===== src/rtl/game_ctrl_pkg.sv =====
// Shared state encoding, paddle command codes and counter helpers for the
// Pong session controller.
package game_ctrl_pkg;

    localparam int CNT_W = 8;

    typedef enum logic [2:0] {
        ST_IDLE   = 3'd0,
        ST_START  = 3'd1,
        ST_RUN    = 3'd2,
        ST_REST   = 3'd3,
        ST_FINISH = 3'd4,
        ST_DONE   = 3'd5
    } state_e;

    localparam logic [1:0] PADDLE_UP   = 2'b10;
    localparam logic [1:0] PADDLE_DOWN = 2'b01;
    localparam logic [1:0] PADDLE_IDLE = 2'b00;

    // Totals stick at all-ones instead of wrapping.
    function automatic logic [CNT_W-1:0] sat_inc(input logic [CNT_W-1:0] v);
        return (v == '1) ? v : v + 1'b1;
    endfunction

endpackage


===== src/rtl/paddle_cmd_hold.sv =====
// Stretches a single decoded paddle strobe over CMD_HOLD cycles; the output
// drops to idle as soon as enable is withdrawn.
module paddle_cmd_hold
    import game_ctrl_pkg::*;
#(
    parameter int unsigned CMD_HOLD = 4
) (
    input  logic       clk_i,
    input  logic       rst_ni,
    input  logic [1:0] cmd_i,
    input  logic       cmd_valid_i,
    input  logic       en_i,
    output logic [1:0] paddle_control_o
);

    localparam int HOLD_W = $clog2(CMD_HOLD + 1);
    // The load cycle itself is the first held cycle, so the counter starts one short.
    localparam logic [HOLD_W-1:0] HOLD_LOAD = HOLD_W'(CMD_HOLD - 1);

    logic [HOLD_W-1:0] hold_q;
    logic [1:0]        paddle_q;
    logic              is_move;

    assign is_move = (cmd_i == PADDLE_UP) || (cmd_i == PADDLE_DOWN);

    always_ff @(posedge clk_i or negedge rst_ni) begin
        if (!rst_ni) begin
            hold_q   <= '0;
            paddle_q <= PADDLE_IDLE;
        end else if (!en_i) begin
            hold_q   <= '0;
            paddle_q <= PADDLE_IDLE;
        end else if (cmd_valid_i) begin
            if (is_move) begin
                hold_q   <= HOLD_LOAD;
                paddle_q <= cmd_i;
            end else begin
                hold_q   <= '0;
                paddle_q <= PADDLE_IDLE;
            end
        end else if (hold_q != '0) begin
            hold_q <= hold_q - 1'b1;
        end else begin
            paddle_q <= PADDLE_IDLE;
        end
    end

    assign paddle_control_o = paddle_q;

endmodule


===== src/rtl/game_session_ctrl.sv =====
// Session sequencer for the Pong Game datapath: runs NUM_ROUNDS rounds, drives
// the Game start/end handshakes, gates paddle commands and keeps session totals.
module game_session_ctrl
    import game_ctrl_pkg::*;
#(
    parameter int unsigned NUM_ROUNDS    = 8,
    parameter int unsigned REST_CYCLES   = 16,
    parameter int unsigned ROUND_TIMEOUT = 4096,
    parameter int unsigned CMD_HOLD      = 4
) (
    input  logic             clk,
    input  logic             reset,
    input  logic             session_start,
    input  logic             session_abort,
    output logic             game_start_valid,
    input  logic             game_start_ready,
    output logic             game_end_valid,
    input  logic             game_end_ready,
    input  logic             result_en,
    input  logic             game_result,
    input  logic             cmd_valid,
    input  logic [1:0]       cmd,
    output logic [1:0]       paddle_control,
    output logic             busy,
    output logic             done,
    output logic             timeout_flag,
    output logic [CNT_W-1:0] round_count,
    output logic [CNT_W-1:0] win_total,
    output logic [CNT_W-1:0] lose_total
);

    localparam int TMR_W = (ROUND_TIMEOUT > 2) ? $clog2(ROUND_TIMEOUT) : 1;
    localparam int RST_W = $clog2(REST_CYCLES + 1);

    localparam logic [TMR_W-1:0] TMR_LAST    = TMR_W'(ROUND_TIMEOUT - 1);
    localparam logic [RST_W-1:0] REST_LOAD   = RST_W'(REST_CYCLES - 1);
    localparam logic [CNT_W-1:0] ROUNDS_LAST = CNT_W'(NUM_ROUNDS);

    state_e            state_q;
    logic [CNT_W-1:0]  round_q;
    logic [CNT_W-1:0]  win_q;
    logic [CNT_W-1:0]  lose_q;
    logic [TMR_W-1:0]  timer_q;
    logic [RST_W-1:0]  rest_q;
    logic              timeout_q;
    logic              abort_q;
    logic              result_en_q;
    logic              start_valid_q;
    logic              end_valid_q;
    logic              busy_q;
    logic              done_q;

    logic              result_rise;
    logic              timer_hit;
    logic              paddle_en;
    logic [CNT_W-1:0]  round_next;

    assign result_rise = result_en && !result_en_q;
    assign timer_hit   = (timer_q == TMR_LAST);
    assign round_next  = round_q + 1'b1;
    // Drop the gate on the cycle RUN is left so the hold is gone in the next state.
    assign paddle_en   = (state_q == ST_RUN) && !result_rise && !timer_hit;

    always_ff @(posedge clk or negedge reset) begin
        if (!reset) begin
            state_q       <= ST_IDLE;
            round_q       <= '0;
            win_q         <= '0;
            lose_q        <= '0;
            timer_q       <= '0;
            rest_q        <= '0;
            timeout_q     <= 1'b0;
            abort_q       <= 1'b0;
            result_en_q   <= 1'b0;
            start_valid_q <= 1'b0;
            end_valid_q   <= 1'b0;
            busy_q        <= 1'b0;
            done_q        <= 1'b0;
        end else begin
            result_en_q <= result_en;
            done_q      <= 1'b0;
            case (state_q)
                ST_IDLE: begin
                    if (session_start) begin
                        round_q       <= '0;
                        win_q         <= '0;
                        lose_q        <= '0;
                        timeout_q     <= 1'b0;
                        abort_q       <= 1'b0;
                        start_valid_q <= 1'b1;
                        busy_q        <= 1'b1;
                        state_q       <= ST_START;
                    end
                end
                ST_START: begin
                    if (session_abort) begin
                        start_valid_q <= 1'b0;
                        if (game_end_ready) begin
                            end_valid_q <= 1'b1;
                            state_q     <= ST_FINISH;
                        end else begin
                            done_q  <= 1'b1;
                            state_q <= ST_DONE;
                        end
                    end else if (start_valid_q && game_start_ready) begin
                        start_valid_q <= 1'b0;
                        timer_q       <= '0;
                        state_q       <= ST_RUN;
                    end
                end
                ST_RUN: begin
                    timer_q <= timer_q + 1'b1;
                    if (session_abort) begin
                        abort_q <= 1'b1;
                    end
                    if (result_rise) begin
                        round_q <= round_next;
                        if (game_result) begin
                            win_q <= sat_inc(win_q);
                        end else begin
                            lose_q <= sat_inc(lose_q);
                        end
                        if ((round_next == ROUNDS_LAST) || abort_q || session_abort) begin
                            end_valid_q <= 1'b1;
                            state_q     <= ST_FINISH;
                        end else begin
                            rest_q  <= REST_LOAD;
                            state_q <= ST_REST;
                        end
                    end else if (timer_hit) begin
                        // Game is mid-round and cannot take an end handshake; it must be reset externally.
                        timeout_q <= 1'b1;
                        done_q    <= 1'b1;
                        state_q   <= ST_DONE;
                    end
                end
                ST_REST: begin
                    if (session_abort) begin
                        end_valid_q <= 1'b1;
                        state_q     <= ST_FINISH;
                    end else if (rest_q == '0) begin
                        start_valid_q <= 1'b1;
                        state_q       <= ST_START;
                    end else begin
                        rest_q <= rest_q - 1'b1;
                    end
                end
                ST_FINISH: begin
                    if (end_valid_q && game_end_ready) begin
                        end_valid_q <= 1'b0;
                        done_q      <= 1'b1;
                        state_q     <= ST_DONE;
                    end
                end
                ST_DONE: begin
                    busy_q  <= 1'b0;
                    state_q <= ST_IDLE;
                end
                default: begin
                    start_valid_q <= 1'b0;
                    end_valid_q   <= 1'b0;
                    busy_q        <= 1'b0;
                    state_q       <= ST_IDLE;
                end
            endcase
        end
    end

    paddle_cmd_hold #(
        .CMD_HOLD (CMD_HOLD)
    ) u_paddle_hold (
        .clk_i            (clk),
        .rst_ni           (reset),
        .cmd_i            (cmd),
        .cmd_valid_i      (cmd_valid),
        .en_i             (paddle_en),
        .paddle_control_o (paddle_control)
    );

    assign game_start_valid = start_valid_q;
    assign game_end_valid   = end_valid_q;
    assign busy             = busy_q;
    assign done             = done_q;
    assign timeout_flag     = timeout_q;
    assign round_count      = round_q;
    assign win_total        = win_q;
    assign lose_total       = lose_q;

endmodule

===== config.mk =====
export PLATFORM = sky130hd
export DESIGN_NAME = game_session_ctrl
export DESIGN_NICKNAME = d
export VERILOG_FILES = /design/src/rtl/game_ctrl_pkg.sv /design/src/rtl/paddle_cmd_hold.sv /design/src/rtl/game_session_ctrl.sv
export SDC_FILE = /design/constraint.sdc
export NUM_CORES = 1
export LEC_CHECK = 0
export BUFFER_PORTS_ARGS = -buffer_cell sky130_fd_sc_hd__buf_2
export CORE_MARGIN = 2
export CORE_UTILIZATION = 60
export CTS_BUF_LIST = sky130_fd_sc_hd__clkbuf_4
export DETAILED_ROUTE_END_ITERATION = 10
export PLACE_DENSITY = 0.9
export SYNTH_ARGS = -nofsm -noshare
export SYNTH_HDL_FRONTEND = slang
export SYNTH_HIERARCHICAL = 1
export SYNTH_SLANG_ARGS = --single-unit

===== constraint.sdc =====
create_clock -name clk -period 3.5 [get_ports clk]
set_input_delay 0.175 -clock clk [delete_from_list [all_inputs] [get_ports clk]]
set_output_delay 0.175 -clock clk [all_outputs]
set_load 0.01 [all_outputs]

After elaboration in Yosys (flattened, before gate mapping). Cells that the tools add are included.

Register bits: 56. Output and inout port bits: 31. Logic and storage cells: 154.

Add/subtract/negate cells: 6. Eq/ne operators: 36. Muxes and demuxes: 63. Bitwise operators: 3. Reductions and logical operators: 31.

Operators by type and width (number): two-way mux 8 bit (8); case mux 8 bit (2 select lines) (3); inequality test 2 bit (second input constant) (19); two-way mux 3 bit (12); AND reduction 5 bit (5); adder 8 x 1 -> 8 bit (second input constant) (3); two-way mux 12 bit (2); case mux 12 bit (2 select lines) (1); two-way mux 1 bit (20); two-way mux 5 bit (4); equality test 8 bit (second input constant) (2); inequality test 3 bit (second input constant) (5); case mux 3 bit (5 select lines) (1); adder 12 x 1 -> 12 bit (second input constant) (1); equality test 12 bit (second input constant) (1); two-way mux 2 bit (5); case mux 5 bit (2 select lines) (1); AND reduction 3 bit (3); equality test 8 x 4 -> 1 bit (second input constant) (1); AND reduction 7 bit (1); equality test 3 x 2 -> 1 bit (second input constant) (2); equality test 3 bit (second input constant) (2); case mux 1 bit (2 select lines) (3); nonzero test 2 bit (3); 21 further kinds (31).

Logic depth before layout (Yosys ltp).
Word-level depth: 7. Depth in mapped cells: 7. Mapped depth without buffers: 7.

Hierarchy. Netlist, hierarchy kept.

By module, submodules not included: game_session_ctrl (times used 1, cells each 319, area each 2867.8 sq um, sequential area each 1276.2 sq um); paddle_cmd_hold (times used 1, cells each 31, area each 320.3 sq um, sequential area each 125.1 sq um).

Least setup slack after synthesis. No wires, ideal clock.

Path kind: register to register. Start point: register state_q[0]. End point: register state_q[0]. Setup time: 125 ps. Arrival: 1691 ps. Required time: 3375 ps. Path slack: 1684 ps. Cell stages (with the launch flop): 8. Clock period less this slack: 1816 ps. Cell sequence: dfrtp_1 > buf_6 > or3b_1 > clkbuf_1 > nor2_4 > nand2b_1 > o31ai_1 > mux2_2.

Longest elaborated chain between the ends: 3. Elaborated cells between the ends (all ways): 12. Those cells by class: 9 x eq/ne; 1 x mux; 2 x reduce/logical.

Ends and longest elaborated chain: from (decl) (line game_session_ctrl.sv:39) `state_e state_q;`; from (signal assigned) (line game_session_ctrl.sv:66) `state_q <= ST_IDLE;`; from (signal assigned) (line game_session_ctrl.sv:92) `state_q <= ST_START;`; from (signal assigned) (line game_session_ctrl.sv:100) `state_q <= ST_FINISH;`; equality test 3 x 2 -> 1 bit, or another cell as far along (line game_session_ctrl.sv:82) `case (state_q)`; inequality test 3 bit (no source line) or inequality test 2 bit (tied branches); AND reduction 5 bit (no source line).

Parallel ways exist; a longest one is shown, timed or not. A chain may end at the register's enable or synchronous reset.

Final worst setup path.
Start point: register state_q[2]. End point: register state_q[0].

The elaborated chain is that of the path after synthesis.

==> flow_metrics.env <==
export IMPL_grt_max_degree=38
export IMPL_grt_use_total_pct=23.65
export IMPL_n_antenna_cell=0
export IMPL_fp_dieArea_um2=5913
export IMPL_clockRootBuffer="clkbuf_4"
export IMPL_grt_first_pass_wirelength_um=11540
export IMPL_max_freq_mhz=453.6
export IMPL_worstSkewPairLatency_ns=0.37
export IMPL_hold_path_depth=2
export IMPL_io_pins=42
export IMPL_drv_cap=0
export IMPL_yosys_warnings=6
export IMPL_cp_max_fo=26
export IMPL_htree_levels=2
export IMPL_end_kind="flop"
export IMPL_grt_pass1_vias=2591
export IMPL_fin_setup_tns_ns=0
export IMPL_min_period_ns=2.204
export IMPL_hold_buffers=2
export IMPL_path_clk_slew_ns=0.15
export IMPL_drt_iter0_drc=259
export IMPL_r2r_start="state_q[2]$_DFFE_PN0P_"
export IMPL_core_area_um2=5107
export IMPL_clockBufferDepth=2
export IMPL_slew_headroom_pct=46.19
export IMPL_synthDistinctLibCells=59
export IMPL_synth_area_leaders="dfrtp_1 (44%), nand2_1 (4.6%), ha_1 (3.9%)"
export IMPL_drive_gt1_share_pct=15.35
export IMPL_syn_instance_count=350
export IMPL_antenna_found_initial=0
export IMPL_cts_tree="built"
export IMPL_power_static_leakage_uw=0.001632
export IMPL_dieHeight_um=76.90
export IMPL_yosysTopAreaCell="dfrtp_1"
export IMPL_grt_overflow_total=0
export IMPL_powerDensity_nw_per_um2=536.1
export IMPL_area_delta_synth_final_pct=10.09
export IMPL_hpwlAfterDp_um=4753
export IMPL_min_delay_path_class="input pin to flop"
export IMPL_highest_layer="met4"
export IMPL_post_cts_setup_buffers=0
export IMPL_critPathKind="flop to flop"
export IMPL_netlist_area_um2=3188
export IMPL_routedWlPerCell_um=14.31
export IMPL_rsz0062_at_grt="false"
export IMPL_met1_length_um=3045
export IMPL_ys_async_sr_fraction_pct=100.0
export IMPL_met2_length_um=3258
export IMPL_row_count=26
export IMPL_worstMarginPinSlew_ns=0.8071
export IMPL_crit_arrival_ns=2.48
export IMPL_io_buffer_count=41
export IMPL_clock_skew_final_ns=0.01488
export IMPL_nNetsFinal=411
export IMPL_ys_ff_latch=56
export IMPL_min_period_over_period_pct=62.98
export IMPL_synth_ff_type="dfrtp_1"
export IMPL_status="completed"
export IMPL_wl_met3_um=246
export IMPL_crit_start="state_q[2]$_DFFE_PN0P_"
export IMPL_synth_edf_count=0
export IMPL_fin_ws_ns=1.296
export IMPL_reg2reg_slack_ns=1.30
export IMPL_drv_slew=0
export IMPL_cts_num_sinks=56
export IMPL_hold_viol_final=0
export IMPL_syn_area_per_cell_um2=9.109
export IMPL_via_count=2728
export IMPL_netlist_area_leader_share_pct=43.96
export IMPL_vias_per_cell=5.918
export IMPL_ant_nets=0
export IMPL_die_x_um=76.90
export IMPL_preCtsSetupSlack_ns=1.306
export IMPL_synth_seq_area_share_pct=43.96
export IMPL_required_ns=3.78
export IMPL_initial_core_util_pct=62.42
export IMPL_setup_viol=0
export IMPL_reg2regPathDepth=5
export IMPL_synth_fp_nets=371
export IMPL_dr_pass1_iters=5
export IMPL_crit_path_start_kind="flop"
export IMPL_globalplace_congestion=0.8676
export IMPL_ctsResizeCount=0
export IMPL_drc=0
export IMPL_totalWireLength_um=6599
export IMPL_cts_buffers=5
export IMPL_ir_worst_vdd_uv=383.2
export IMPL_hold_start="cmd_valid"
-- sequential cells by signal, indices dropped and copies added (netlist names) --
signal	flops
timer_q	12
lose_total	8
round_count	8
win_total	8
rest_q	5
state_q	3
u_paddle_hold/hold_q	3
u_paddle_hold/paddle_control_o	2
abort_q	1
busy	1
done	1
game_end_valid	1
game_start_valid	1
result_en_q	1
timeout_flag	1
-- stage by stage --
stage | hold slack (ns) | area, um^2 | utilization, % | instances | power, uW
CTS | 0.05840 | 3510 | 68.72 | 461 | 1883
detailed placement | 0.3172 | 3433 | 67.22 | 451 | 1607
global route | 0.04745 | 3510 | 68.72 | 461 | 2023
global placement | 0.3113 | 3433 | 67.22 | 451 | 1569
floorplan | -0.1206 | 3188 | - | 350 | 1444
finish | 0.06064 | 3510 | 68.72 | 461 | 1881
-- area by class of cell --
class                   instances  area [um^2]
multi-input cells             265         1660
fillers                       412         1598
flip-flops and latches         56         1401
repair buffers                 45        240.2
well taps                      70        87.58
inverters                      17        63.81
clock buffers                   7        52.55
clock inverters                 1        3.754
-- layer usage --
metal	vias to the layer above	GRT usage [%]
met2	65	39.12
met5	-	0
met3	4	3.176
met1	1329	32.16
met4	0	8.182
li1	1330	-
-- path summary, 6_finish.rpt --
path / endpoint
setup / recovery: state_q[0]$_DFFE_PN0P_
hold / removal: u_paddle_hold/hold_q[2]$_DFFE_PN0P_
setup reg to reg: state_q[0]$_DFFE_PN0P_
hold reg to reg: timeout_flag$_DFFE_PN0P_
max in group asynchronous: timer_q[3]$_DFFE_PN0P_
min in group asynchronous: state_q[0]$_DFFE_PN0P_
-- critical path, cell delays in order (launching register included) --
cell and delay [ns]:
dfrtp_1 0.69, or3b_1 0.64, nor2_4 0.21, nand2b_1 0.09, o31ai_1 0.10, mux2_2 0.38
-- synthesized netlist by cell type, types with 2 or more instances --
cell type and count:
mux2i_1 8, a211oi_1 3, buf_2 2, clkbuf_1 6, and2_1 4, nor4_1 3
dfrtp_1 56, nand2_1 39, or3_1 5, nor3b_1 5, nor3_1 15, o21ai_1 3
o21a_1 4, or3b_1 2, nor2_1 33, nor2b_1 6, nand3b_1 3, o21ai_0 19
ha_1 10, buf_4 2, nor4b_1 2, a21oi_1 8, inv_1 17, o31ai_1 5
or4_1 3, o211ai_1 3, nand3_1 19, nand4_1 10, xor2_1 6, a31oi_1 7
nand2b_1 2, xnor2_1 10, a21o_1 3, a21boi_1 2
-- power breakdown --
group	switching [uW]	total [uW]	internal, uW	leakage [uW]
clock	184	278	93.3	0.0000338
combinational	345	615	271	0.000854
sequential	209	989	780	0.000744
-- kinds of logic (layout without fill, tap and decap cells) --
group | after synthesis | in the layout | share of synthesized area (%)
and+or+nand+nor | 162 | 162 | 27.08
xor gates and xnor gates | 16 | 16 | 4.395
adders and majority gates | 10 | 10 | 3.925
AOI/OAI and AO/OA | 68 | 68 | 13.81
DFF | 56 | 56 | 43.96
buffers and inverters | 29 | 70 | 3.964
muxes | 9 | 9 | 2.865
-- placed cells by master (no fill, tap or decap), types with 4 or more instances in the layout --
| cell | count |
|---|---|
| a21oi_1 | 8 |
| and2_1 | 4 |
| or3_1 | 5 |
| o21a_1 | 4 |
| dfrtp_1 | 56 |
| inv_1 | 17 |
| a31oi_1 | 7 |
| buf_2 | 41 |
| ha_1 | 10 |
| nor3b_1 | 5 |
| nand4_1 | 10 |
| mux2i_1 | 8 |
| nor2_1 | 33 |
| nand3_1 | 19 |
| nor2b_1 | 6 |
| o31ai_1 | 5 |
| nor3_1 | 15 |
| xor2_1 | 6 |
| o21ai_0 | 19 |
| xnor2_1 | 10 |
| clkbuf_4 | 7 |
| nand2_1 | 39 |
(Power assumes the default switching activity.)
